File: config.mk
export PLATFORM = sky130hd
export DESIGN_NAME = aim_sweep_gen
export DESIGN_NICKNAME = d
export VERILOG_FILES = /design/src/rtl/aim_sweep_gen.sv
export SDC_FILE = /design/constraint.sdc
export NUM_CORES = 1
export LEC_CHECK = 0
export CAP_MARGIN = 10
export CORE_MARGIN = 1
export CORE_UTILIZATION = 35
export DETAILED_ROUTE_END_ITERATION = 8
export PLACE_DENSITY = 0.62
export SYNTH_ARGS = -nofsm -noshare
export SYNTH_HDL_FRONTEND = slang
export SYNTH_SLANG_ARGS = --single-unit
File: constraint.sdc
create_clock -name clk -period 3.1 [get_ports clk]
set_input_delay 0.62 -clock clk [delete_from_list [all_inputs] [get_ports clk]]
set_output_delay 0.62 -clock clk [all_outputs]
set_load 0.01 [all_outputs]
File: src/rtl/aim_sweep_gen.sv
// aim_sweep_gen
//   Sweep generator for the player-aim states (angle, power). A value steps
//   between MIN and MAX once every TICK_DIV clocks, either bouncing
//   (triangle) or wrapping (sawtooth, WRAP=1). An aim-line endpoint (x,y)
//   moves in lock-step with it. A lock press freezes everything and emits a
//   one-cycle value_valid pulse for the shot FSM.
//
// Ports
//   clk          system clock
//   reset        asynchronous reset, active-high
//   enable       sweep active; low returns to idle and re-arms
//   lock         player capture request, sampled every clk
//   value        current sweep value (frozen while locked)
//   value_valid  one-cycle pulse on capture
//   locked       high from capture until enable falls
//   dir          1 = counting up, 0 = counting down
//   x, y         aim-line endpoint (modular 8/7-bit arithmetic)
//   color        aim-line colour
//
// Build option
//   AIM_ENDPOINT_COLOR_EN  colour follows the sweep endpoints (111 at MAX,
//                          000 at MIN/wrap, 010 while locked). Undefined:
//                          colour is 111 whenever not idle.

module aim_sweep_gen #(
  parameter int W        = 8,
  parameter int MIN      = 0,
  parameter int MAX      = 90,
  parameter int STEP     = 5,
  parameter int TICK_DIV = 12_500_000,
  parameter int WRAP     = 0,
  parameter int X0       = 60,
  parameter int Y0       = 64,
  parameter int PIX      = 1
) (
  input  logic         clk,
  input  logic         reset,
  input  logic         enable,
  input  logic         lock,
  output logic [W-1:0] value,
  output logic         value_valid,
  output logic         locked,
  output logic         dir,
  output logic [7:0]   x,
  output logic [6:0]   y,
  output logic [2:0]   color
);

  localparam int PW = (TICK_DIV > 2) ? $clog2(TICK_DIV) : 1;

  localparam logic [PW-1:0] PRE_LAST = PW'(TICK_DIV - 1);
  localparam logic [W-1:0]  MIN_V    = W'(MIN);
  localparam logic [W-1:0]  MAX_V    = W'(MAX);
  localparam logic [W-1:0]  STEP_V   = W'(STEP);
  localparam logic [7:0]    X0_V     = 8'(X0);
  localparam logic [6:0]    Y0_V     = 7'(Y0);
  localparam logic [7:0]    PIX_X    = 8'(PIX);
  localparam logic [6:0]    PIX_Y    = 7'(PIX);

  typedef enum logic [1:0] {
    IDLE,
    SWEEP,
    LOCKED
  } state_t;

  state_t        state_q, state_d;
  logic [PW-1:0] presc_q, presc_d;
  logic [W-1:0]  value_q, value_d;
  logic [7:0]    x_q, x_d;
  logic [6:0]    y_q, y_d;
  logic          dir_q, dir_d;
  logic          locked_q, locked_d;
  logic          valid_q, valid_d;
  logic [2:0]    color_q, color_d;

  logic          tick;
  logic [W-1:0]  val_up, val_dn;

  always_comb begin
    state_d  = state_q;
    presc_d  = presc_q;
    value_d  = value_q;
    x_d      = x_q;
    y_d      = y_q;
    dir_d    = dir_q;
    locked_d = locked_q;
    valid_d  = 1'b0;
    color_d  = color_q;

    tick   = (presc_q == PRE_LAST);
    val_up = value_q + STEP_V;
    val_dn = value_q - STEP_V;

    if (!enable) begin
      // enable low dominates every state, including a same-cycle lock
      state_d  = IDLE;
      presc_d  = '0;
      value_d  = MIN_V;
      x_d      = X0_V;
      y_d      = Y0_V;
      dir_d    = 1'b1;
      locked_d = 1'b0;
      color_d  = '0;
    end else begin
      case (state_q)
        IDLE: begin
          state_d = SWEEP;
          presc_d = '0;
`ifdef AIM_ENDPOINT_COLOR_EN
          color_d = 3'b000;
`else
          color_d = 3'b111;
`endif
        end

        SWEEP: begin
          if (lock) begin
            // lock beats a coincident tick: the pre-tick value is captured
            state_d  = LOCKED;
            valid_d  = 1'b1;
            locked_d = 1'b1;
`ifdef AIM_ENDPOINT_COLOR_EN
            color_d  = 3'b010;
`endif
          end else begin
            presc_d = tick ? '0 : presc_q + PW'(1);
            if (tick) begin
              if (WRAP != 0) begin
                if (value_q == MAX_V) begin
                  value_d = MIN_V;
                  x_d     = X0_V;
                  y_d     = Y0_V;
`ifdef AIM_ENDPOINT_COLOR_EN
                  color_d = 3'b000;
`endif
                end else begin
                  value_d = val_up;
                  x_d     = x_q - PIX_X;
                  y_d     = y_q - PIX_Y;
`ifdef AIM_ENDPOINT_COLOR_EN
                  if (val_up == MAX_V) color_d = 3'b111;
`endif
                end
              end else if (dir_q) begin
                value_d = val_up;
                x_d     = x_q - PIX_X;
                y_d     = y_q - PIX_Y;
                if (val_up == MAX_V) begin
                  dir_d = 1'b0;
`ifdef AIM_ENDPOINT_COLOR_EN
                  color_d = 3'b111;
`endif
                end
              end else begin
                value_d = val_dn;
                x_d     = x_q + PIX_X;
                y_d     = y_q + PIX_Y;
                if (val_dn == MIN_V) begin
                  dir_d = 1'b1;
`ifdef AIM_ENDPOINT_COLOR_EN
                  color_d = 3'b000;
`endif
                end
              end
            end
          end
        end

        LOCKED: begin
          // everything held; further lock presses ignored
        end

        default: state_d = IDLE;
      endcase
    end
  end

  always_ff @(posedge clk or posedge reset) begin
    if (reset) begin
      state_q  <= IDLE;
      presc_q  <= '0;
      value_q  <= MIN_V;
      x_q      <= X0_V;
      y_q      <= Y0_V;
      dir_q    <= 1'b1;
      locked_q <= 1'b0;
      valid_q  <= 1'b0;
      color_q  <= '0;
    end else begin
      state_q  <= state_d;
      presc_q  <= presc_d;
      value_q  <= value_d;
      x_q      <= x_d;
      y_q      <= y_d;
      dir_q    <= dir_d;
      locked_q <= locked_d;
      valid_q  <= valid_d;
      color_q  <= color_d;
    end
  end

  assign value       = value_q;
  assign value_valid = valid_q;
  assign locked      = locked_q;
  assign dir         = dir_q;
  assign x           = x_q;
  assign y           = y_q;
  assign color       = color_q;

endmodule

==> results.yml, run 1 <==
cells_and_area:
  ff_latch_area_mm2: 0.00133
  final_common_cell: "dfrtp_1"
  multi_input_area_mm2: 0.00174
  layoutNonFillerInstCount: 486
  antenna_cells: 0
  fillers: 855
  layout_common_cells: "dfrtp_1 (47), nor2_1 (38), clkdlybuf4s50_1 (32)"
  nNetsFinal: 399
  drive_gt1_share_pct: 6.61
  postLayoutCoreUtil_pct: 42.2
  area_growth_pct: 15.9
timing:
  fin_skew_ns: 0.0182
  timing.fmax_mhz: 394
  setup_viol_count_final: 0
  post-route-period-util_pct: 81.9
  max_slew_margin_pct: 51.8
  tns_ns: 0
  slew_viol_final: 0
  worstMarginPinSlew_ns: 0.721
  final.min_clock_period_ns: 2.54
  rsz0062_at_grt: "false"
  hold_viol: 0
drt:
  num_vias: 2573
  detail_route.wirelength_um: 6850
  drt_iter0_drc: 107
  drc: 8
  drt-vias-per-instance: 5.29
  firstDrtPassIters: 6
  wl_per_cell_um: 14.1
  ant_nets: 0
floorplan:
  dieArea_mm2: 0.00955
  start_util_pct: 36.4
  core_mm2: 0.00881
  rows: 34
  num_io_pins: 33
  die_w_um: 97.7
  die_h_um: 97.7
synthesis:
  avgSynthCellArea_um2: 9.22
  ys_types: 48
  synth_compound_area_share_pct: 13.5
  synth_seq_cells: 53
  yosys.area_share.simple_pct: 22.6
  syn_nets: 370
  seq_area_frac_synth_pct: 41.6
  synth_cells: 348
  synth_xor_area_share_pct: 9.29
  ys.flop_type: "dfrtp_1"
  synthMuxAreaShare_pct: 1.29
  async_reset_ff_share_pct: 100
  synth_adder_area_share_pct: 7.49
  synth-edff-count: 0
  synth_top_family_by_area: "simple AND/OR/NAND/NOR gates"
  synth_area_mm2: 0.00321
  synth_warnings: 0
hold_path:
  hold_path.class: "flop to flop"
global_route:
  grt_max_degree: 31
  grt_pass1_vias: 2484
  grt_usage_pct: 15.2
  grt_pass1_wl_um: 11800
  antenna_found_initial: 0
  overflow: 0
clock_network:
  cts_sinks: 53
  clock-root-buffer: "clkbuf_8"
  clock_latency_ns: 0.32
  cts_tree: "yes"
  numCtsBuffers: 5
  cts_buffer_depth: 2
  cts_hold_buf: 0
  cts.clk_slew.worst_paths_ns: 0.11
  h-tree-depth: 2
  cts_repair_resize_count: 0
  post-cts-setup-buffers: 0
status:
  violations: "DRC"
  outcome: "finished with violations"
power:
  power.combinational.fraction_pct: 6.7
  power.total_mw: 1.19
  powerDensity_mw_per_mm2: 321
  p_sw_mw: 0.303
  clockPowerShare_pct: 34.2
  peakVddDrop_v: 0.000183
  power_frac_seq_pct: 59.1
  p_sw_share_pct: 25.4
  p_int_mw: 0.891
  p_leak_nw: 1.54
worst_setup_path:
  path_max_fanout: 18
  end_kind: "output pin"
  critPathTopFamily: "buffers and inverters"
  max_stage_delay_ns: 0.71
  crit_buf_inv: 2
  critPathSlowestCell: "dfstp_2"
  cp.arrival_ns: 1.92
  worstSetupPathType: "flop to output pin"
  cp.required_ns: 2.48
  critPathLaunchType: "flop"
  cp_cell_sequence: "buf_4, clkdlybuf4s50_1"
placed_design:
  dp_cells: 478
  port_buffers: 32
  place_congestion: 0.802
  dp_hpwl_um: 4920
flow_run:
  cap_viol_max_count: 0
## power groups by stage
stage               clock (mW)  sequential (mW)  combinational (mW)
floorplan                    0            0.718              0.0546
global placement             0            0.718              0.0804
detailed placement           0            0.718              0.0817
CTS                      0.426            0.705              0.0824
global route             0.450            0.707              0.0911
finish                   0.409            0.705              0.0801
## worst min-delay path, delay by kind of cell, from the launching register on
family                 cells  cell delay (ns)
buffers and inverters      1             0.05
AOI/OAI and AO/OA          1             0.05
DFF                        1             0.40
## stage by stage
| stage | area [um2] | hold WS, ns | worst slack [ns] |
|---|---|---|---|
| 2_1_floorplan | 3210 | 0.458 | 0.998 |
| 3_3_place_gp | 3620 | 0.464 | 0.466 |
| 3_5_place_dp | 3620 | 0.480 | 0.414 |
| 4_1_cts | 3720 | 0.498 | 0.556 |
| 5_1_grt | 3720 | 0.512 | 0.409 |
| 6_report | 3720 | 0.490 | 0.561 |
## logic make-up after synthesis
kind of cell	Yosys count
AO/OA/AOI/OAI	71
XOR/XNOR	34
adder cells (fa/ha/maj)	18
buffers and inverters	29
flip-flops	53
multiplexers	4
AND/OR/NAND/NOR	139
## area by class of cell
type                    count  share of cell area [%]
clock buffers               5                    1.85
clock inverters             3                   0.673
repair buffers             36                    9.76
flip-flops and latches     53                    35.9
inverters                  15                    1.51
multi-input cells         266                    46.7
well taps                 108                    3.64
## path summary, 6_finish.rpt
kind	start	end	slack [ns]	cells past startpoint
min	y[6]	y[6]	0.49	2
min reg2reg	y[6]	y[6]	0.49	2
max reg2reg	presc_q[0]	presc_q[13]	0.62	6
max	dir	dir	0.56	2
min in group asynchronous	reset	x[6]	0.65	2
max in group asynchronous	reset	presc_q[12]	1.88	3
## sequential cells by signal, summed over array words and instances (netlist names)
| signal | flops |
|---|---|
| presc_q | 24 |
| value | 8 |
| x | 8 |
| y | 7 |
| state_q | 2 |
| color | 1 |
| dir | 1 |
| locked | 1 |
| value_valid | 1 |
## per-layer routing
layer,GRT usage [%],routed length (um)
met4,4.55,66
met3,2.45,200
met2,24.7,3090
met1,20.8,3490
met5,0,0
## cell usage after synthesis (all sizes together), types with 2 or more instances
master	count	area [um2]
dfrtp	47	1180
nor2	38	143
nand2	31	116
o21ai	27	135
xor2	20	175
nand3	17	85.1
ha	16	200
inv	15	56.3
a21oi	14	70.1
xnor2	14	123
nand4	9	71.3
nor3	9	45.0
buf	8	58.8
and2	7	43.8
and3	6	37.5
clkbuf	6	22.5
dfstp	6	158
o31ai	6	45.0
a21o	5	37.5
nor2b	5	31.3
nor4	5	31.3
o211ai	4	30.0
a22o	3	26.3
a31oi	3	18.8
and4	3	28.8
mux2i	3	30.0
nand2b	3	18.8
fa	2	40.0
nor4b	2	32.5
o22ai	2	12.5
Power figures use the tool's default switching activity.
==> inputs of run 2 (changes only) <==
Settings changed: PLACE_DENSITY 0.62 to 0.64.
Clock period 3.1 ns to 2.1 ns, I/O delays scaled along.
==> run 2 against run 1 <==
  * The flow still finishes with violations (DRC)
  * Clock skew fell by 0.0097 ns
  * Non-clock buffer count rose by 33
  * Sequential share of layout area fell by 3.0 points
  * Critical endpoint is now x[7]
  * Sequential power rose by 48%
  * Register-to-register slack got worse by 0.62 ns
  * Critical path depth rose by 5
  * Clock-buffer cell count rose by 1
  * Total power rose by 50%
==> results.yml, run 2 (synthesis results as in run 1) <==
clock_network:
  clock-root-buffer: "clkbuf_8"
  clock_latency_ns: 0.31
  h-tree-depth: 2
  cts_hold_buf: 0
  cts_buffer_depth: 2
  cts.clk_slew.worst_paths_ns: 0.11
  cts_tree: "yes"
  cts_sinks: 53
  numCtsBuffers: 5
worst_setup_path:
  cp.required_ns: 2.31
  r2r_end: "x[7]"
  crit_buf_inv: 1
  cp-startpoint: "dir"
  cp-endpoint: "x[7]"
  critPathTopFamily: "flip-flops"
  critPathLaunchType: "flop"
  r2r.worst_path.cells: 7
  cp.arrival_ns: 2.31
  end_kind: "flop"
  max_stage_delay_ns: 0.68
  cp_cell_sequence: "ha_1, or2_2, a21oi_2, a31oi_2, xor2_1, buf_4, a22o_1"
  path_max_fanout: 6
  ff2ff_setup_slack_ns: 0.001
  worstSetupPathType: "flop to flop"
  timing.rr.start: "dir"
  critPathSlowestCell: "dfstp_4"
  worstSetupPathDepth: 7
global_route:
  grt_max_degree: 24
  antenna_found_initial: 0
  overflow: 0
  grt_usage_pct: 16.2
  grt_pass1_vias: 2770
  grt_pass1_wl_um: 12700
drt:
  ant_nets: 0
  num_vias: 2684
  firstDrtPassIters: 6
  drt-vias-per-instance: 5.17
  drc: 6
  drt_iter0_drc: 95
  detail_route.wirelength_um: 7450
  wl_per_cell_um: 14.4
timing:
  timing.fmax_mhz: 477
  hold_viol: 0
  setup_viol_count_final: 0
  worstMarginPinSlew_ns: 0.496
  slew_viol_final: 0
  final.min_clock_period_ns: 2.10
  hold_ws_ns: 0.409
  post-route-period-util_pct: 99.9
  tns_ns: 0
  rsz0062_at_grt: "true"
  max_slew_margin_pct: 66.9
  fin_skew_ns: 0.00858
placed_design:
  port_buffers: 32
  place_congestion: 0.857
  placed_cell_area_mm2: 0.00384
  dp_hpwl_um: 5370
status:
  violations: "DRC"
  outcome: "finished with violations"
cells_and_area:
  drive_gt1_share_pct: 18.2
  nNetsFinal: 432
  largest_register: "presc_q"
  fillers: 849
  antenna_cells: 0
  largest_register_ffs: 24
  layout_common_cells: "dfrtp_1 (47), nor2_1 (37), buf_4 (33)"
  area_growth_pct: 26.8
  final_common_cell: "dfrtp_1"
  final_area_mm2: 0.00407
  multi_input_area_mm2: 0.00182
  ff_latch_area_mm2: 0.00134
floorplan:
  dieArea_mm2: 0.00955
  rows: 34
  num_io_pins: 33
  core_mm2: 0.00881
  die_w_um: 97.7
  start_util_pct: 36.4
  die_h_um: 97.7
power:
  p_leak_nw: 1.71
  peakVddDrop_v: 0.000283
  powerDensity_mw_per_mm2: 442
flow_run:
  cap_viol_max_count: 0
hold_path:
  hold_path.class: "primary input to async pin"
run 2: worst register-to-register path, stage by stage, from the launching register on:
cell	delay [ns]
dfstp_4	0.68
ha_1	0.26
or2_2	0.29
a21oi_2	0.17
a31oi_2	0.07
xor2_1	0.19
buf_4	0.14
a22o_1	0.20
run 2: metrics by stage:
stage | power [mW] | instances | util (%) | worst slack, ns
final | 1.80 | 519 | 46.2 | 0.00146
after global routing | 1.88 | 519 | 46.2 | -0.126
after CTS | 1.82 | 514 | 45.0 | 0.000602
after detailed placement | 1.21 | 505 | 43.6 | -0.196
after global placement | 1.21 | 505 | 43.6 | -0.186
after floorplan | 1.14 | 348 | - | 0.0417
run 2: per-layer routing:
layer / up-vias / GRT usage, % / part of all wire [%]
li1: 1339 / - / -
met1: 1308 / 21.5 / 48
met2: 32 / 27.6 / 49
met3: 5 / 2.45 / 2.0
met4: 0 / 4.66 / 0.93
met5: - / 0 / 0
run 2: area by class of cell:
cell class / instances / area share [%]
clock buffers: 6 / 1.78
well taps: 108 / 3.32
repair buffers: 69 / 15.5
multi-input cells: 266 / 44.8
clock inverters: 2 / 0.369
inverters: 15 / 1.38
flip-flops and latches: 53 / 32.9
run 2: worst min path at each step:
stage	end	cells past startpoint	slack, ns
after floorplan	presc_q[6]	1	0.46
after global placement	y[6]	2	0.46
after detailed placement	y[6]	2	0.48
after CTS	x[1]	2	0.42
after global routing	presc_q[17]	2	0.45
final	x[1]	2	0.41
run 2: what timing repair did:
action | CTS | global route
gates resized for setup | 7 | 19
endpoints found under the setup margin | 16 | 39
pin swaps | 2 | 17
buffers inserted | 1 | 5
run 2: power by group:
group / internal (mW) / switching, mW
Sequential: 1.03 / 0.00959
Combinational: 0.0680 / 0.0840
Clock: 0.236 / 0.368
